[config.mk]
export PLATFORM = sky130hd
export DESIGN_NAME = bcd_seg_display
export DESIGN_NICKNAME = d
export VERILOG_FILES = /design/src/rtl/bcd_seg_display.sv
export SDC_FILE = /design/constraint.sdc
export NUM_CORES = 1
export LEC_CHECK = 0
export ABC_AREA = 1
export CAP_MARGIN = 15
export CORE_MARGIN = 2
export CORE_UTILIZATION = 45
export CTS_BUF_LIST = sky130_fd_sc_hd__clkbuf_8
export DETAILED_ROUTE_END_ITERATION = 16
export GPL_ROUTABILITY_DRIVEN = 1
export PLACE_DENSITY = 0.69
export REMOVE_ABC_BUFFERS = 1
export SETUP_SLACK_MARGIN = 0.05
export SLEW_MARGIN = 40
export SYNTH_ARGS = -nofsm -noshare
export SYNTH_HDL_FRONTEND = slang
export SYNTH_SLANG_ARGS = --single-unit
[constraint.sdc]
create_clock -name i_Clk -period 1.4 [get_ports i_Clk]
set_input_delay 0.28 -clock i_Clk [delete_from_list [all_inputs] [get_ports i_Clk]]
set_output_delay 0.28 -clock i_Clk [all_outputs]
set_load 0.01 [all_outputs]
[src/rtl/bcd_seg_display.sv]
// Score/combo readout: sequential double-dabble binary-to-BCD conversion driving active-low 7-segment digits.
// Optional macro BCD_SEG_SAT_EN: on overflow show all nines instead of the low decimal digits.
module bcd_seg_display #(
  parameter int BIN_W    = 16,
  parameter int N_DIGITS = 4,
  parameter int LZ_BLANK = 1
) (
  input  logic                  i_Clk,
  input  logic                  i_Rst_n,
  input  logic [BIN_W-1:0]      i_Value,
  input  logic                  i_Valid,
  output logic                  o_Busy,
  output logic                  o_Done,
  output logic [7*N_DIGITS-1:0] o_Seg,
  output logic                  o_Ovf
);

  // state  | meaning
  // IDLE   | waiting for i_Valid, display holds last result
  // SHIFT  | one add-3/shift step per cycle, BIN_W steps
  // UPDATE | publish digits and overflow, relaunch if a request is pending

  // (BIN_W+2)/3 digits always cover 2^BIN_W-1; extra guard digits are harmless.
  localparam int BCD_DIG_MIN = (BIN_W + 2) / 3;
  localparam int TOT_DIG     = (N_DIGITS > BCD_DIG_MIN) ? N_DIGITS : BCD_DIG_MIN;
  localparam int BCD_W       = 4 * TOT_DIG;
  localparam int CNT_W       = $clog2(BIN_W + 1);

  localparam logic [6:0] SEG_BLANK = 7'h7F;
  localparam logic [6:0] SEG_ZERO  = 7'h40;
  localparam logic [6:0] SEG_NINE  = 7'h10;

  function automatic logic [7*N_DIGITS-1:0] reset_seg();
    logic [7*N_DIGITS-1:0] r;
    r = '0;
    for (int d = 0; d < N_DIGITS; d++) begin
      r[7*d +: 7] = ((LZ_BLANK != 0) && (d != 0)) ? SEG_BLANK : SEG_ZERO;
    end
    return r;
  endfunction

  localparam logic [7*N_DIGITS-1:0] RST_SEG = reset_seg();

  function automatic logic [6:0] seg_of(input logic [3:0] dig);
    case (dig)
      4'd0:    seg_of = 7'b1000000;
      4'd1:    seg_of = 7'b1111001;
      4'd2:    seg_of = 7'b0100100;
      4'd3:    seg_of = 7'b0110000;
      4'd4:    seg_of = 7'b0011001;
      4'd5:    seg_of = 7'b0010010;
      4'd6:    seg_of = 7'b0000010;
      4'd7:    seg_of = 7'b1111000;
      4'd8:    seg_of = 7'b0000000;
      4'd9:    seg_of = 7'b0010000;
      default: seg_of = SEG_BLANK;
    endcase
  endfunction

  typedef enum logic [1:0] {
    S_IDLE   = 2'd0,
    S_SHIFT  = 2'd1,
    S_UPDATE = 2'd2
  } state_t;

  state_t state, state_nxt;

  logic [BIN_W-1:0]      bin_sr;
  logic [BCD_W-1:0]      bcd_sr;
  logic [BCD_W-1:0]      bcd_adj;
  logic [CNT_W-1:0]      cnt;
  logic                  pend_flag;
  logic [BIN_W-1:0]      pend_val;

  logic                  load;
  logic [BIN_W-1:0]      load_val;
  logic                  do_shift;
  logic                  do_update;

  logic                  ovf_c;
  logic [7*N_DIGITS-1:0] seg_c;
  logic [3:0]            nib;
  logic                  nz_above;

  always_ff @(posedge i_Clk or negedge i_Rst_n) begin
    if (!i_Rst_n) begin
      state <= S_IDLE;
    end else begin
      state <= state_nxt;
    end
  end

  // An i_Valid seen in UPDATE is treated as pending and wins over an older pending value.
  always_comb begin
    state_nxt = state;
    load      = 1'b0;
    load_val  = i_Value;
    do_shift  = 1'b0;
    do_update = 1'b0;
    case (state)
      S_IDLE: begin
        if (i_Valid) begin
          load      = 1'b1;
          state_nxt = S_SHIFT;
        end
      end
      S_SHIFT: begin
        do_shift = 1'b1;
        if (cnt == CNT_W'(1)) begin
          state_nxt = S_UPDATE;
        end
      end
      S_UPDATE: begin
        do_update = 1'b1;
        if (i_Valid || pend_flag) begin
          load      = 1'b1;
          load_val  = i_Valid ? i_Value : pend_val;
          state_nxt = S_SHIFT;
        end else begin
          state_nxt = S_IDLE;
        end
      end
      default: state_nxt = S_IDLE;
    endcase
  end

  assign o_Busy = (state != S_IDLE);

  always_comb begin
    bcd_adj = bcd_sr;
    for (int d = 0; d < TOT_DIG; d++) begin
      if (bcd_sr[4*d +: 4] >= 4'd5) begin
        bcd_adj[4*d +: 4] = bcd_sr[4*d +: 4] + 4'd3;
      end
    end
  end

  always_ff @(posedge i_Clk or negedge i_Rst_n) begin
    if (!i_Rst_n) begin
      bin_sr <= '0;
      bcd_sr <= '0;
      cnt    <= '0;
    end else if (load) begin
      bin_sr <= load_val;
      bcd_sr <= '0;
      cnt    <= CNT_W'(BIN_W);
    end else if (do_shift) begin
      bcd_sr <= {bcd_adj[BCD_W-2:0], bin_sr[BIN_W-1]};
      bin_sr <= {bin_sr[BIN_W-2:0], 1'b0};
      cnt    <= cnt - CNT_W'(1);
    end
  end

  always_ff @(posedge i_Clk or negedge i_Rst_n) begin
    if (!i_Rst_n) begin
      pend_flag <= 1'b0;
      pend_val  <= '0;
    end else if (load) begin
      pend_flag <= 1'b0;
    end else if (i_Valid && (state == S_SHIFT)) begin
      pend_flag <= 1'b1;
      pend_val  <= i_Value;
    end
  end

  // Any nonzero guard digit means the value exceeds 10^N_DIGITS-1.
  always_comb begin
    ovf_c = 1'b0;
    for (int d = N_DIGITS; d < TOT_DIG; d++) begin
      if (bcd_sr[4*d +: 4] != 4'd0) begin
        ovf_c = 1'b1;
      end
    end
  end

  always_comb begin
    seg_c    = '0;
    nib      = '0;
    nz_above = 1'b0;
    for (int d = N_DIGITS - 1; d >= 0; d--) begin
      nib = bcd_sr[4*d +: 4];
      if (nib != 4'd0) begin
        nz_above = 1'b1;
      end
      if ((LZ_BLANK != 0) && !nz_above && (d != 0)) begin
        seg_c[7*d +: 7] = SEG_BLANK;
      end else begin
        seg_c[7*d +: 7] = seg_of(nib);
      end
    end
`ifdef BCD_SEG_SAT_EN
    if (ovf_c) begin
      seg_c = {N_DIGITS{SEG_NINE}};
    end
`endif
  end

  always_ff @(posedge i_Clk or negedge i_Rst_n) begin
    if (!i_Rst_n) begin
      o_Seg  <= RST_SEG;
      o_Ovf  <= 1'b0;
      o_Done <= 1'b0;
    end else begin
      o_Done <= do_update;
      if (do_update) begin
        o_Seg <= seg_c;
        o_Ovf <= ovf_c;
      end
    end
  end

endmodule

==> summary.txt, run 1 <==
CTS
  – CTS tree: done
  – Clock Latency Late Sink: 0.38 ns
  – Longest Clk Path Bufs: 2
  – CTS H-tree depth: 3
  – Total CTS buffers: 9
  – CTS clk-pin slew, worst paths: 0.09 ns
  – Root Driver: clkbuf_8
  – CTS sink cnt: 94

Yosys
  – Mapped Avg Cell Area: 7.685 sq um
  – Synth warnings: 0
  – Sequential fraction of the synthesis area: 0.4594
  – Post-synthesis compound-gate area fraction: 0.1176
  – Most used flip-flop cell after synthesis: dfrtp_1
  – Post-synth cell types: 33
  – Synth Area in Adders: 0.06763
  – Post-Syn Instances: 674
  – Asr flop ratio synth: 1.000
  – Mux contribution to synthesized area: 0
  – Combinational family with the most area after synthesis: simple AND/OR/NAND/NOR gates
  – Post-synth EDFFs: 0
  – Synthesized flop and latch total: 94
  – Cell Area, Synth: 5180 sq um
  – Xor-xnor portion of the synthesized cell area: 0.005072
  – Synth Area in Simple Gates: 0.2645

GRT
  – Antenna violations before repair: 0
  – Grt total ovfl: 0
  – Total GRT Usage: 0.1929
  – Vias in the first global route: 4421
  – First-pass GRT wire length: 19910 um
  – Largest net degree at the start of global routing: 41

Critical path
  – CP Depth: 3
  – Critical path buffers and inverters: 2
  – Crit end category: output pin
  – Worst-path cell chain: inv_2 > nand2_2 > buf_6
  – Top delay family on crit path: flip-flops
  – Critical Path Fanout Max: 3
  – R2R depth: 7
  – Max incr delay on CP: 0.41 ns
  – Setup CP Type: flip-flop to output pin
  – Reg-to-reg critical path endpoint: o_Seg[20]
  – Critical Path AT: 1.13 ns
  – Slowest library cell on the worst path: dfrtp_1
  – Worst r2r src: state[0]
  – CP endpoint: o_Busy
  – Worst Path Required: 1.12 ns
  – R2R setup slack: 0.01 ns
  – Crit path launch: state[1]
  – Startpoint types: flip-flop

Worst hold path
  – Worst Hold Class: primary input to async pin

Place
  – Post-DP HPWL: 7973 um
  – Pre-CTS setup slack: -0.2052 ns
  – Buffers on Ports: 49
  – Placed cell area: 6191 sq um
  – Routability Congestion: 0.9047

STA
  – Fmax: 709.8 MHz
  – Hold Slack: 0.3724 ns
  – Slew headroom: 0.7223
  – Final period demand of the worst path: 1.409 ns
  – Worst Tran Pin Value: 0.4166 ns
  – Setup slack after layout: -0.008868 ns
  – Final worst-path cycle share: 1.006
  – Max Clock Skew: 0.01005 ns
  – Setup-failing EPs final: 1
  – RSZ-0062 raised after global routing: yes
  – Fin. Hold Viols: 0
  – Final Max Slew Viols: 0

Cells and area
  – Fill count: 977
  – Final instance area: 6850 sq um
  – Multi-input gate area: 2590 sq um
  – Commonest non-fill, non-tap cells in the layout: nand2_1 (185), nor2_1 (70), dfrtp_1 (70)
  – Commonest non-fill, non-tap cell in the layout: nand2_1
  – Final core utilization: 0.6051
  – Nets@finish: 834
  – Register area: 2382 sq um
  – Area growth, synth to finish: 32.25%
  – Antenna diodes: 0
  – Share of layout cells above drive strength 1: 0.2551

Run status
  – Failing checks: negative setup slack
  – Status: finished with violations

Floorplan
  – Initial Util: 0.4576
  – Die width: 111.3 um
  – Num ports: 50
  – Die Y: 111.3 um
  – Cell Rows: 39
  – Core footprint: 11320 sq um
  – Die area: 12390 sq um

Routing
  – DRT Pass-1 Iters: 5
  – Via density: 5.046
  – Routed wire length: 12260 um
  – Routed WL per cell: 13.11 um
  – # DRC: 0
  – Antenna-violating nets left: 0
  – DRT iter0 DRCs: 213
  – Vias post-DR: 4718

Power
  – Maximum vdd drop: 0.001019 V
  – Lkg Pwr: 3.437 nW
  – Cell area power density: 2290 nW/um^2

Run
  – Number of max-cap violations: 0
==> cells in the mapped netlist, types with 3 or more instances <==
| cell | number | area, sq um |
|---|---|---|
| inv_1 | 73 | 274.0 |
| nand3_1 | 50 | 250.2 |
| dfrtp_1 | 72 | 1802 |
| a21oi_1 | 29 | 145.1 |
| o21ai_1 | 7 | 35.03 |
| clkbuf_1 | 3 | 11.26 |
| nand2_1 | 198 | 743.2 |
| o211ai_1 | 17 | 127.6 |
| ha_1 | 28 | 350.3 |
| buf_6 | 4 | 45.04 |
| nand2_2 | 3 | 18.77 |
| o21ai_0 | 50 | 250.2 |
| dfstp_2 | 22 | 578.1 |
| nor2_1 | 78 | 292.8 |
| buf_2 | 14 | 70.07 |
==> per-stage QoR <==
stage	std cells	power, mW	TNS, ns
floorplan	650	9.640	-22.10
global placement	894	12.62	-8.443
global route	935	17.13	-0.6936
finish	935	15.69	-0.008868
detailed placement	894	12.93	-8.665
CTS	918	14.60	-0.08786
==> metal layers <==
layer  wire, um  vias to the layer above  share of wire  global-route usage
met3        546                       19          0.045             0.03335
met2       6176                      111           0.50              0.3297
met1       5303                     2211           0.43              0.2417
met5          0                        -              0                   0
met4        234                        0          0.019             0.08066
li1           -                     2377              -                   -
==> state kept, by name (all words and copies together) (netlist names) <==
signal	flops
bcd_sr	24
cnt	5
o_Ovf	1
o_Seg	28
bin_sr	16
pend_flag	1
o_Done	1
pend_val	16
state	2
==> logic make-up after synthesis <==
group,count (synthesis)
flops,94
fa+ha+maj,28
compound gates,110
xor+xnor,3
buf+inv,102
simple gates,337
==> worst reg2reg max path, delay by kind of cell (launching register included) <==
family          cells  cell delay (ns)
buf+inv             3             0.45
flops               1             0.40
compound gates      1             0.08
simple gates        3             0.38
==> power breakdown <==
group	total, mW	internal [mW]	leakage, nW	switching [mW]
Sequential	5.06	4.22	1.11	0.840
Combinational	8.97	4.06	2.24	4.91
Clock	1.66	0.686	0.0857	0.972
==> final cells by class <==
class,instances,share of cell area
multi-input cells,478,0.3781
clock inverters,6,0.005845
well taps,143,0.02612
repair buffers,126,0.1783
flip-flops and latches,94,0.3478
clock buffers,10,0.02009
inverters,78,0.04384
==> how the worst min path moves through the flow <==
stage,start,to,slack [ns],cells past startpoint
detailed placement,i_Rst_n,bcd_sr[14],0.24,1
global route,i_Rst_n,bcd_sr[9],0.39,2
CTS,i_Rst_n,bcd_sr[9],0.37,2
finish,i_Rst_n,bcd_sr[9],0.37,2
floorplan,i_Rst_n,bcd_sr[0],-0.02,0
global placement,i_Rst_n,bcd_sr[14],0.24,1
==> timing repair <==
| item | in CTS | in global routing |
|---|---|---|
| resized for setup | 119 | 92 |
| hold buffers | 1 | 0 |
| setup endpoints to repair | 79 | 99 |
| setup buffers | 7 | 13 |
| hold endpoints to repair | 17 | 0 |
| gates cloned | 0 | 4 |
| pin swaps | 4 | 21 |
Note: power is estimated with default switching activity, not from simulation.
==> run 2: changes to the inputs <==
- SLEW_MARGIN: 40 -> 20
==> results of run 2 <==
The final DEF is identical to that of run 1; final timing and power are the same.
==> RTL change 1 (settings of run 1) <==
`N_DIGITS`: 4 -> 5.
--- a/src/rtl/bcd_seg_display.sv
+++ b/src/rtl/bcd_seg_display.sv
@@ -2,7 +2,7 @@
 // Optional macro BCD_SEG_SAT_EN: on overflow show all nines instead of the low decimal digits.
 module bcd_seg_display #(
   parameter int BIN_W    = 16,
-  parameter int N_DIGITS = 4,
+  parameter int N_DIGITS = 5,
   parameter int LZ_BLANK = 1
 ) (
   input  logic                  i_Clk,
Interface: changed (resized o_Seg); port bits go from 50 to 57. The function was not compared with the original's and may differ.
==> RTL change 1 against run 1 <==
- the run still ends with setup timing left
- cell area rose by 14%
- area after synthesis is 6.9% higher
- setup slack worse by 0.047 ns
- die area up 6.6%
- highest routed layer unchanged
- non-clock buffer count is 30 higher
- synthesized cell count increased by 7.0%
- power is 19% higher
- critical path depth up 5
- clock skew is 0.0021 ns higher
- routed wire length increased by 12%
- sequential cell count grew 7
- clock power rose by 45%
==> RTL change 1: results <==
{
  "status": "complete, but fails checks",
  "violations": "setup timing",
  "drt_iter0_drc": 297,
  "dpl_worst_slack_ns": -0.208,
  "synthTopCellsByCount": "nand2_1, inv_1, nor2_1, dfrtp_1, o21ai_0",
  "dpl.cell_count": 968,
  "cts_resized": 233,
  "finalSetupViolations": 23,
  "dr_wl_met2_mm": 6.70,
  "synth-compound-area-share_pct": 12.6,
  "fin_tns_setup_ns": -0.503,
  "clock_area_share_pct": 3.37,
  "top_regs": "o_Seg (35), bcd_sr (24)",
  "nets": 910,
  "synth_seq_cells": 101,
  "tightest_slew_ns": 0.288,
  "syn_inst": 721,
  "post_drt_wl_per_cell_um": 13.6,
  "wl_mm": 13.8,
  "place.port_buffers": 56,
  "placed_cell_area_sq_um": 6790,
  "dieArea_sq_um": 13200,
  "dp_hpwl_mm": 8.94,
  "power_mw": 18.7,
  "synth_fa_ha_area_share_pct": 6.78,
  "fill_cells": 962,
  "p_sw_mw": 7.74,
  "cts_setup_buffers": 16,
  "grt_pass1_vias": 5086,
  "synth_area_leaders": "dfrtp_1, dfstp_2, nand2_1, ha_1, inv_1",
  "use_met3_pct": 3.58,
  "fin_ws_ns": -0.0562,
  "syn2layout_area_growth_pct": 40.9,
  "nNonClkInverters": 84,
  "grt_usage_pct": 21.5,
  "multi_input_area_share_pct": 36.8,
  "vias": 5155
}
## RTL change 1: cell types whose count changed after synthesis, moves of 3 or more
cell / before / now
nand2_1: 198 / 201
a21oi_1: 29 / 42
inv_1: 73 / 81
nor2_4: 0 / 3
o21ai_0: 50 / 55
dfstp_2: 22 / 29
nand3_1: 50 / 42
o21ai_1: 7 / 10
buf_2: 14 / 8
buf_6: 4 / 0
clkbuf_1: 3 / 15
nand4_1: 2 / 17
## RTL change 1: power by group through the flow
stage | registers [mW] | logic [mW] | clock network, mW
after floorplan | 5.87 | 4.79 | 0
after global placement | 5.45 | 8.91 | 0
after detailed placement | 5.53 | 9.16 | 0
after CTS | 5.51 | 9.89 | 2.47
after global routing | 5.77 | 12.0 | 2.57
final | 5.59 | 10.7 | 2.41
## RTL change 1: worst max-delay path: stages (launching register included)
cell and delay, ns:
dfrtp_1 0.42, buf_6 0.13, nor2_4 0.11, buf_12 0.15
buf_4 0.12, buf_12 0.13, clkbuf_16 0.14, nor2_1 0.05
a21oi_1 0.13
==> RTL change 2 (flow settings as in run 1) <==
Without the edit above. Make the reset (`i_Rst_n`) synchronous in 4 clocked blocks.
--- a/src/rtl/bcd_seg_display.sv
+++ b/src/rtl/bcd_seg_display.sv
@@ -82,7 +82,7 @@
   logic [3:0]            nib;
   logic                  nz_above;
 
-  always_ff @(posedge i_Clk or negedge i_Rst_n) begin
+  always_ff @(posedge i_Clk) begin
     if (!i_Rst_n) begin
       state <= S_IDLE;
     end else begin
@@ -135,7 +135,7 @@
     end
   end
 
-  always_ff @(posedge i_Clk or negedge i_Rst_n) begin
+  always_ff @(posedge i_Clk) begin
     if (!i_Rst_n) begin
       bin_sr <= '0;
       bcd_sr <= '0;
@@ -151,7 +151,7 @@
     end
   end
 
-  always_ff @(posedge i_Clk or negedge i_Rst_n) begin
+  always_ff @(posedge i_Clk) begin
     if (!i_Rst_n) begin
       pend_flag <= 1'b0;
       pend_val  <= '0;
@@ -195,7 +195,7 @@
 `endif
   end
 
-  always_ff @(posedge i_Clk or negedge i_Rst_n) begin
+  always_ff @(posedge i_Clk) begin
     if (!i_Rst_n) begin
       o_Seg  <= RST_SEG;
       o_Ovf  <= 1'b0;
Behaviour: differs if i_Rst_n is asserted again (counterexample within 4 cycles, from zero or initial values and one cycle with i_Rst_n low); with i_Rst_n held inactive, the same outputs for 10 cycles.
==> RTL change 2 against run 1 <==
- the run still ends with setup timing left
- first-iteration DRC count grew to 2.6 times the old value
- critical path depth grew 7
- setup slack lost 0.63 ns
- sequential share of layout area shrank 10 points
- area after synthesis grew 5.3%
- sequential cell count grew 21
- cell count grew 17%
- cell area grew 39%
- hold slack gained 0.057 ns
- utilization grew 19 points
- synthesized cell count grew 7.1%
- routed wire length grew 90%
Power is not compared: it rests on default switching activity, and its combinational part moved more than twofold at a synthesized area within 25%.
==> RTL change 2: results <==
{
  "layout-drive-gt1-share_pct": 50.1,
  "place.gp.congestion": 0.901,
  "place.port_buffers": 49,
  "wl_met1_mm": 8.16,
  "seq_power_mw": 3.54,
  "setup.worst_path.start": "bcd_sr[8]",
  "grt_usage_pct": 29.9,
  "grt_max_degree": 43,
  "dpl.cell_count": 989,
  "skew_ns": 0.0347,
  "placed_cell_area_sq_um": 6740,
  "cpPeakStageDelay_ns": 0.38,
  "finalNonFillerCells": 1093,
  "dp_hpwl_mm": 9.22,
  "fin_tns_setup_ns": -21.99,
  "violations": "setup timing",
  "synth_area_leaders": "dfxtp_1, nand2_1, ha_1, a21oi_1, nand3_1",
  "use_met3_pct": 7.52,
  "crit_family": "simple AND/OR/NAND/NOR gates",
  "min_from": "i_Value[7]",
  "grt_pass1_vias": 6339,
  "tightest_slew_ns": 0.472,
  "wl_mm": 23.3,
  "synthArstFlopShare_pct": 0,
  "fin_ws_ns": -0.639,
  "detail_route.vias_per_cell": 5.87,
  "drt_pass1_iterations": 6,
  "peakVddDrop_mv": 0.616,
  "synth_seq_area_share_pct": 42.2,
  "insertion_delay_ns": 0.50,
  "synth_flop_cell": "dfxtp_1",
  "path_max_fanout": 5,
  "min_path_type": "input port to register",
  "grt_util_met1_pct": 30.7,
  "synth_fa_ha_area_share_pct": 8.26,
  "grt_pass1_wl_mm": 30.4,
  "use_met2_pct": 54.6,
  "synth_xor_area_share_pct": 0.964,
  "dpl_worst_slack_ns": -0.600,
  "htreeDepth": 4,
  "cts_made_buffers": 17,
  "r2r_start": "bcd_sr[8]",
  "switching_share_pct": 28.6,
  "synth-compound-area-share_pct": 15.8,
  "critPathSlowestCell": "dfxtp_4",
  "status": "complete, but fails checks",
  "path_class": "register to register",
  "finalSetupViolations": 88,
  "rr_worst_depth": 10,
  "min_to": "pend_val[7]",
  "syn_inst": 722,
  "arrival_ns": 2.39,
  "drt_iter0_drc": 544,
  "dr_wl_met2_mm": 12.0,
  "synthDistinctLibCells": 32,
  "nets": 988,
  "synthTopCellsByCount": "nand2_1, dfxtp_1, inv_1, a21oi_1, nand3_1",
  "wl_met3_mm": 1.59,
  "whs_ns": 0.430
}
[RTL change 2: cell types whose count changed in the layout (fill, tap and decap cells not counted), moves of 28 or more]
cell,before,now
nor2_1,70,25
buf_4,59,97
o21ai_0,35,7
nand2_1,185,128
o22ai_2,0,29
dfrtp_1,70,0
buf_6,16,53
dfxtp_1,0,100
[RTL change 2: repair_timing]
| item | 4_1_cts | 5_1_grt |
|---|---|---|
| gates cloned | 5 | 1 |
| gates resized for setup | 326 | 220 |
| hold endpoints to repair | 0 | 0 |
| setup buffers | 47 | 40 |
| setup endpoints to repair | 142 | 142 |
| pin swaps | 83 | 81 |
[RTL change 2: cell type report]
type,instances,area [sq um]
clock inverters,13,214
multi-input cells,500,3970
fillers,628,2410
well taps,147,184
clock buffers,19,262
repair buffers,221,2140
flip-flops and latches,115,2340
inverters,78,394
